**config.mk**
```make
export PLATFORM = sky130hd
export DESIGN_NAME = lcd_timing_rx
export DESIGN_NICKNAME = d
export VERILOG_FILES = /design/src/rtl/lcd_timing_rx.sv
export SDC_FILE = /design/constraint.sdc
export NUM_CORES = 1
export LEC_CHECK = 0
export ABC_AREA = 0
export CAP_MARGIN = 5
export CORE_MARGIN = 3
export CORE_UTILIZATION = 35
export DETAILED_ROUTE_END_ITERATION = 6
export PLACE_DENSITY = 0.56
export SYNTH_ARGS = -nofsm -noshare
export SYNTH_HDL_FRONTEND = slang
export SYNTH_SLANG_ARGS = --single-unit
```
**constraint.sdc**
```tcl
create_clock -name clk_i -period 4.5 [get_ports clk_i]
set_clock_uncertainty 0.1 [all_clocks]
set_input_delay 0.9 -clock clk_i [delete_from_list [all_inputs] [get_ports clk_i]]
set_output_delay 0.9 -clock clk_i [all_outputs]
set_load 0.01 [all_outputs]
```
**src/rtl/lcd_timing_rx.sv**
```systemverilog
`default_nettype none
// ============================================================================
// Module   : lcd_timing_rx
// Purpose  : Capture side of a parallel RGB LCD link. Registers the stream,
//            recovers active-pixel coordinates, measures line/frame timing
//            and declares lock after a run of conforming frames.
// Revision : 1.0 - initial release
// ============================================================================
module lcd_timing_rx #(
  parameter int LinePeriod  = 1056,
  parameter int H_ActivePix = 800,
  parameter int V_ActivePix = 480,
  parameter int LockFrames  = 2,
  parameter int TimeoutClks = 2112
) (
  input  logic        clk_i,
  input  logic        rst_n,
  input  logic        lcd_hsync,
  input  logic        lcd_vsync,
  input  logic        lcd_de,
  input  logic [23:0] lcd_data,
  output logic        pix_valid,
  output logic [10:0] pix_x,
  output logic [9:0]  pix_y,
  output logic [23:0] pix_data,
  output logic        frame_start,
  output logic [10:0] line_period,
  output logic [10:0] h_active,
  output logic [9:0]  v_active,
  output logic        locked,
  output logic        timing_err
);

  localparam logic [10:0] CNT_MAX    = 11'h7ff;
  localparam logic [9:0]  LINES_MAX  = 10'h3ff;
  localparam logic [10:0] EXP_PERIOD = 11'(LinePeriod);
  localparam logic [10:0] EXP_HACT   = 11'(H_ActivePix);
  localparam logic [9:0]  EXP_VACT   = 10'(V_ActivePix);
  localparam logic [3:0]  EXP_GOOD   = 4'(LockFrames);
  // The line counter saturates at 2047, so a larger timeout is clipped there.
  localparam logic [10:0] TO_LIMIT   = (TimeoutClks > 2047) ? CNT_MAX : 11'(TimeoutClks);

  typedef enum logic [1:0] {
    SEARCH  = 2'd0,
    MEASURE = 2'd1,
    LOCKED  = 2'd2
  } state_t;

  logic        hs_s1, vs_s1, de_s1;
  logic [23:0] data_s1;
  logic        hs_d, vs_d, de_d;
  logic        hs_fall, vs_fall, de_rise, de_fall;
  logic [10:0] cnt;
  logic [10:0] run;
  logic [9:0]  line_cnt;
  logic [9:0]  lines_total;
  logic        to_hit;
  logic        frame_ok;
  logic        lock_err;
  state_t      state, state_nx;
  logic [3:0]  good, good_nx;
  logic        locked_nx, err_nx;

  // Stage 1: register the raw stream plus one extra copy of the controls for edge detection.
  always_ff @(posedge clk_i) begin
    if (!rst_n) begin
      hs_s1   <= 1'b1;
      vs_s1   <= 1'b1;
      de_s1   <= 1'b0;
      data_s1 <= '0;
      hs_d    <= 1'b1;
      vs_d    <= 1'b1;
      de_d    <= 1'b0;
    end else begin
      hs_s1   <= lcd_hsync;
      vs_s1   <= lcd_vsync;
      de_s1   <= lcd_de;
      data_s1 <= lcd_data;
      hs_d    <= hs_s1;
      vs_d    <= vs_s1;
      de_d    <= de_s1;
    end
  end

  assign hs_fall = hs_d & ~hs_s1;
  assign vs_fall = vs_d & ~vs_s1;
  assign de_rise = de_s1 & ~de_d;
  assign de_fall = ~de_s1 & de_d;

  // Lines in the current frame including one that ends in this very cycle.
  assign lines_total = (de_fall && line_cnt != LINES_MAX) ? line_cnt + 10'd1 : line_cnt;
  // Fires once, on the cycle the counter steps onto the timeout value.
  assign to_hit   = !hs_fall && (cnt == TO_LIMIT - 11'd1);
  assign frame_ok = (line_period == EXP_PERIOD) && (h_active == EXP_HACT) && (lines_total == EXP_VACT);
  assign lock_err = (hs_fall && cnt != EXP_PERIOD) || (de_fall && run != EXP_HACT) ||
                    (vs_fall && lines_total != EXP_VACT);

  // Stage 2: pixel outputs and coordinates; coordinates hold while de is low.
  always_ff @(posedge clk_i) begin
    if (!rst_n) begin
      pix_valid   <= 1'b0;
      pix_data    <= '0;
      pix_x       <= '0;
      pix_y       <= '0;
      frame_start <= 1'b0;
    end else begin
      pix_valid   <= de_s1;
      pix_data    <= data_s1;
      frame_start <= vs_fall;
      if (de_s1) begin
        if (de_rise)               pix_x <= '0;
        else if (pix_x != CNT_MAX) pix_x <= pix_x + 11'd1;
      end
      if (vs_fall)      pix_y <= '0;
      else if (de_fall) pix_y <= pix_y + 10'd1;
    end
  end

  // Timing measurement: hsync period, de run length and active lines per frame.
  always_ff @(posedge clk_i) begin
    if (!rst_n) begin
      cnt         <= '0;
      line_period <= '0;
      run         <= '0;
      h_active    <= '0;
      line_cnt    <= '0;
      v_active    <= '0;
    end else begin
      if (hs_fall) begin
        line_period <= cnt;
        cnt         <= 11'd1;
      end else if (cnt != CNT_MAX) begin
        cnt <= cnt + 11'd1;
      end
      if (de_rise)                         run <= 11'd1;
      else if (de_s1 && run != CNT_MAX)    run <= run + 11'd1;
      if (de_fall) h_active <= run;
      if (vs_fall) begin
        v_active <= lines_total;
        line_cnt <= '0;
      end else begin
        line_cnt <= lines_total;
      end
    end
  end

  // Lock FSM state register.
  always_ff @(posedge clk_i) begin
    if (!rst_n) begin
      state      <= SEARCH;
      good       <= '0;
      locked     <= 1'b0;
      timing_err <= 1'b0;
    end else begin
      state      <= state_nx;
      good       <= good_nx;
      locked     <= locked_nx;
      timing_err <= err_nx;
    end
  end

  // Lock FSM next state: timeout overrides everything, errors only matter once locked.
  always_comb begin
    state_nx  = state;
    good_nx   = good;
    locked_nx = locked;
    err_nx    = 1'b0;
    if (to_hit) begin
      state_nx  = SEARCH;
      good_nx   = '0;
      locked_nx = 1'b0;
      err_nx    = (state == LOCKED);
    end else begin
      case (state)
        SEARCH: begin
          locked_nx = 1'b0;
          if (vs_fall) begin
            state_nx = MEASURE;
            good_nx  = '0;
          end
        end
        MEASURE: begin
          if (vs_fall) begin
            if (frame_ok) begin
              good_nx = good + 4'd1;
              if (good + 4'd1 == EXP_GOOD) begin
                state_nx  = LOCKED;
                locked_nx = 1'b1;
              end
            end else begin
              good_nx = '0;
            end
          end
        end
        LOCKED: begin
          if (lock_err) begin
            err_nx    = 1'b1;
            locked_nx = 1'b0;
            good_nx   = '0;
            state_nx  = SEARCH;
          end
        end
        default: begin
          state_nx  = SEARCH;
          good_nx   = '0;
          locked_nx = 1'b0;
        end
      endcase
    end
  end

endmodule
`default_nettype wire

```
==> metrics.txt <==
status completed; H-Tree Depth 4; Worst path slowest cell dfxtp_1; relative slew slack a little under 50%; Hold-fix buffers, CTS 0; Sw Ratio between 20% and 30%; CP bufs+invs 0; later-pin clock latency in the skew report 0.42 ns; Iteration-0 DRC Markers approximately 210; CTS Buf Count 17; I/O pin count 110; register area roughly 0.0030 sq mm; share of the synthesized area in the top cell type between 50 and 60%; worst setup margin roughly 1.5 ns; Total Nets Final 760; Reg power frac 45.4%; Final Hold Viols 0; endpoints failing setup 0; final WL approximately 13000 um; prevailing post-synth register cell dfxtp_1; critical path capture point type register; deepest clock path buffer count 2; layout cells sized above 1 6.96%; worst hold-check path type reg2reg; CTS Sinks 148; synthesized cell area 0.00569 sq mm; EDFF count, synth 0; unrepaired setup endpoints after global routing no; PortBufs 109; Max VDD drop about 280 uV; vias in the first global route between 4k and 5k; #FFs+latches synth about 150; Slew Viols, Final 0; pwr dens between 300 and 400 mW/mm^2; multi-input logic area 0.00257 sq mm; Die X between 100 and 150 um; Antenna Nets Post-Route 0; Core Area between 0.015 and 0.02 sq mm; slowest cell delay on critical path 0.47 ns; Layout Area Growth over Synthesis 33.1%; worst-path cell chain ha_1 > nand4_2 > o31a_1 > mux2i_1 > nor4_1 > a31oi_1 > nor3_1 > mux2_2; largest net degree at the start of global routing 61; drt drc 0; # diodes 0; YS warnings 0; CTS Root Cell clkbuf_16; # rows 45; Clock power frac 50.1%; Clk pin slew, worst setup/hold paths about 0.06 ns; asr flop ratio synth 0%; # Post-CTS Setup Buffers 0; drt first pass iters 4; achievable frequency between 300 and 400 MHz; total power a little under 0.003 W; routed vias between 4k and 5k; number of max-cap violations 0; total negative setup slack 0 ns; combinational share of power between 4 and 5%; crit path max fanout 8; kind of critical path reg2reg; CP Data Arrival Time roughly 3.2 ns; syn_nets roughly 660; crit start category register; initial antenna violation count 1; first-pass GRT wire length 21000 um; fill count about 1.5k; Worst Max-Slew Pin Slew a little under 0.8 ns; period utilization approximately two thirds; Die Area 0.0178 sq mm; Switching Power between 0.0006 and 0.0007 W; Synth area leader dfxtp_1; Post-Syn Area per Cell just over 9 sq um; Crit path required time between 4 and 5 ns; die height about 130 um; Initial Util a little over a third; PostCTS Resize Cnt 0; post-synthesis sequential area ratio 52.0%; TritonCTS clock tree done; GPL Wtd Cong between 0.8 and 0.9; Area contributors post-synth dfxtp_1, and2_1, nand2_1; DP HPWL a little over 9000 um; wire length per cell between 10 and 15 um; Unique masters post-synth 59; Pint ~0.0024 W; Leak 2.70 nW; Crit path max-delay family simple AND/OR/NAND/NOR gates; GRT overflow 0; Setup Slack @ Placement around 1.6 ns; synthesized instance count slightly above 600; fin util between 40% and 50%; vias per inst 4.79; Tmin final 2.97 ns; total track usage about 15%
## worst register-to-register path, delay by kind of cell, from the launching register on
family	cells	cell delay [ns]
compound gates	2	0.61
fa+ha+maj	1	0.36
flops	1	0.47
mux	2	0.43
simple gates	3	0.95
## stage by stage
| step | std cells | hold slack (ns) | area, sq um |
|---|---|---|---|
| finish | 944 | 0.331 | 7580 |
| global route | 944 | 0.347 | 7580 |
| CTS | 944 | 0.333 | 7580 |
| detailed placement | 913 | 0.319 | 6940 |
| global placement | 913 | 0.314 | 6940 |
| floorplan | 616 | 0.312 | 5690 |
## cell type report
cell class	instances	share of cell area [%]
clock inverter	12	2.36
multi-input combinational	430	33.9
clock buffer	19	5.98
timing repair buffer	110	14.5
inverter	14	0.694
tap	211	3.48
sequential	148	39.1
## power by group through the flow
stage               Combinational (W)  Clock, W  Sequential (W)
finish                       0.000132   0.00150         0.00136
global route                 0.000148   0.00159         0.00136
detailed placement           0.000134         0         0.00138
CTS                          0.000135   0.00153         0.00136
floorplan                   0.0000674         0         0.00139
global placement             0.000132         0         0.00138
## cells in the final DEF, fill, tap and decap left out, types with 8 or more instances in the layout
master / instances
xnor2_1: 9
nor4_1: 8
a21oi_1: 40
nand4_1: 23
nand3_1: 19
nand2b_1: 12
nor2_1: 58
clkbuf_16: 17
o21ai_0: 19
nand2_1: 75
dfxtp_1: 148
and2_1: 53
clkdlybuf4s50_1: 109
ha_1: 10
inv_1: 13
nor3_1: 10
xor2_1: 25
## logic make-up after synthesis
family                     share of synthesized area (%)
and+or+nand+nor                                     28.7
DFF                                                 52.0
AOI/OAI and AO/OA                                   7.82
buffers and inverters                               2.88
xor gates and xnor gates                            5.23
adders and majority gates                           2.20
muxes                                               1.08
## path summary, 6_finish.rpt
check	to	startpoint	slack [ns]	cells after the start
max	good[0]	line_cnt[0]	1.53	8
min	pix_data[23]	data_s1[23]	0.33	1
max reg2reg	good[0]	line_cnt[0]	1.53	8
min reg2reg	pix_data[23]	data_s1[23]	0.33	1
## synthesized netlist by cell type (3+ instances only)
library cell,n
nor4b_1,7
nand3_1,19
nand4_1,23
dfxtp_1,148
o21ai_0,19
nor4_1,8
a21oi_1,40
buf_1,3
clkbuf_1,16
and2_1,53
nand2_1,75
inv_1,13
nor3_1,10
and3_1,4
mux2i_1,5
nand3b_1,4
xor2_1,25
nor2_1,58
nand2b_1,12
xnor2_1,9
ha_1,10
a31oi_1,3
or3_1,6
## registers in the layout, indices dropped and copies added (netlist names), 2 cells and up
| name | count |
|---|---|
| cnt | 11 |
| pix_y | 10 |
| good | 4 |
| pix_data | 24 |
| h_active | 11 |
| pix_x | 11 |
| state | 2 |
| data_s1 | 24 |
| line_cnt | 10 |
| v_active | 10 |
| line_period | 11 |
| run | 11 |
## layer usage
| metal | up-vias | share of wire [%] | GRT usage (%) |
|---|---|---|---|
| li1 | 2301 | - | - |
| met1 | 2096 | 45 | 17.6 |
| met2 | 107 | 46 | 23.1 |
| met3 | 15 | 7.7 | 6.34 |
| met4 | 2 | 1.4 | 5.03 |
| met5 | - | 0.085 | 0 |
Note: power is estimated with default switching activity, not from simulation.
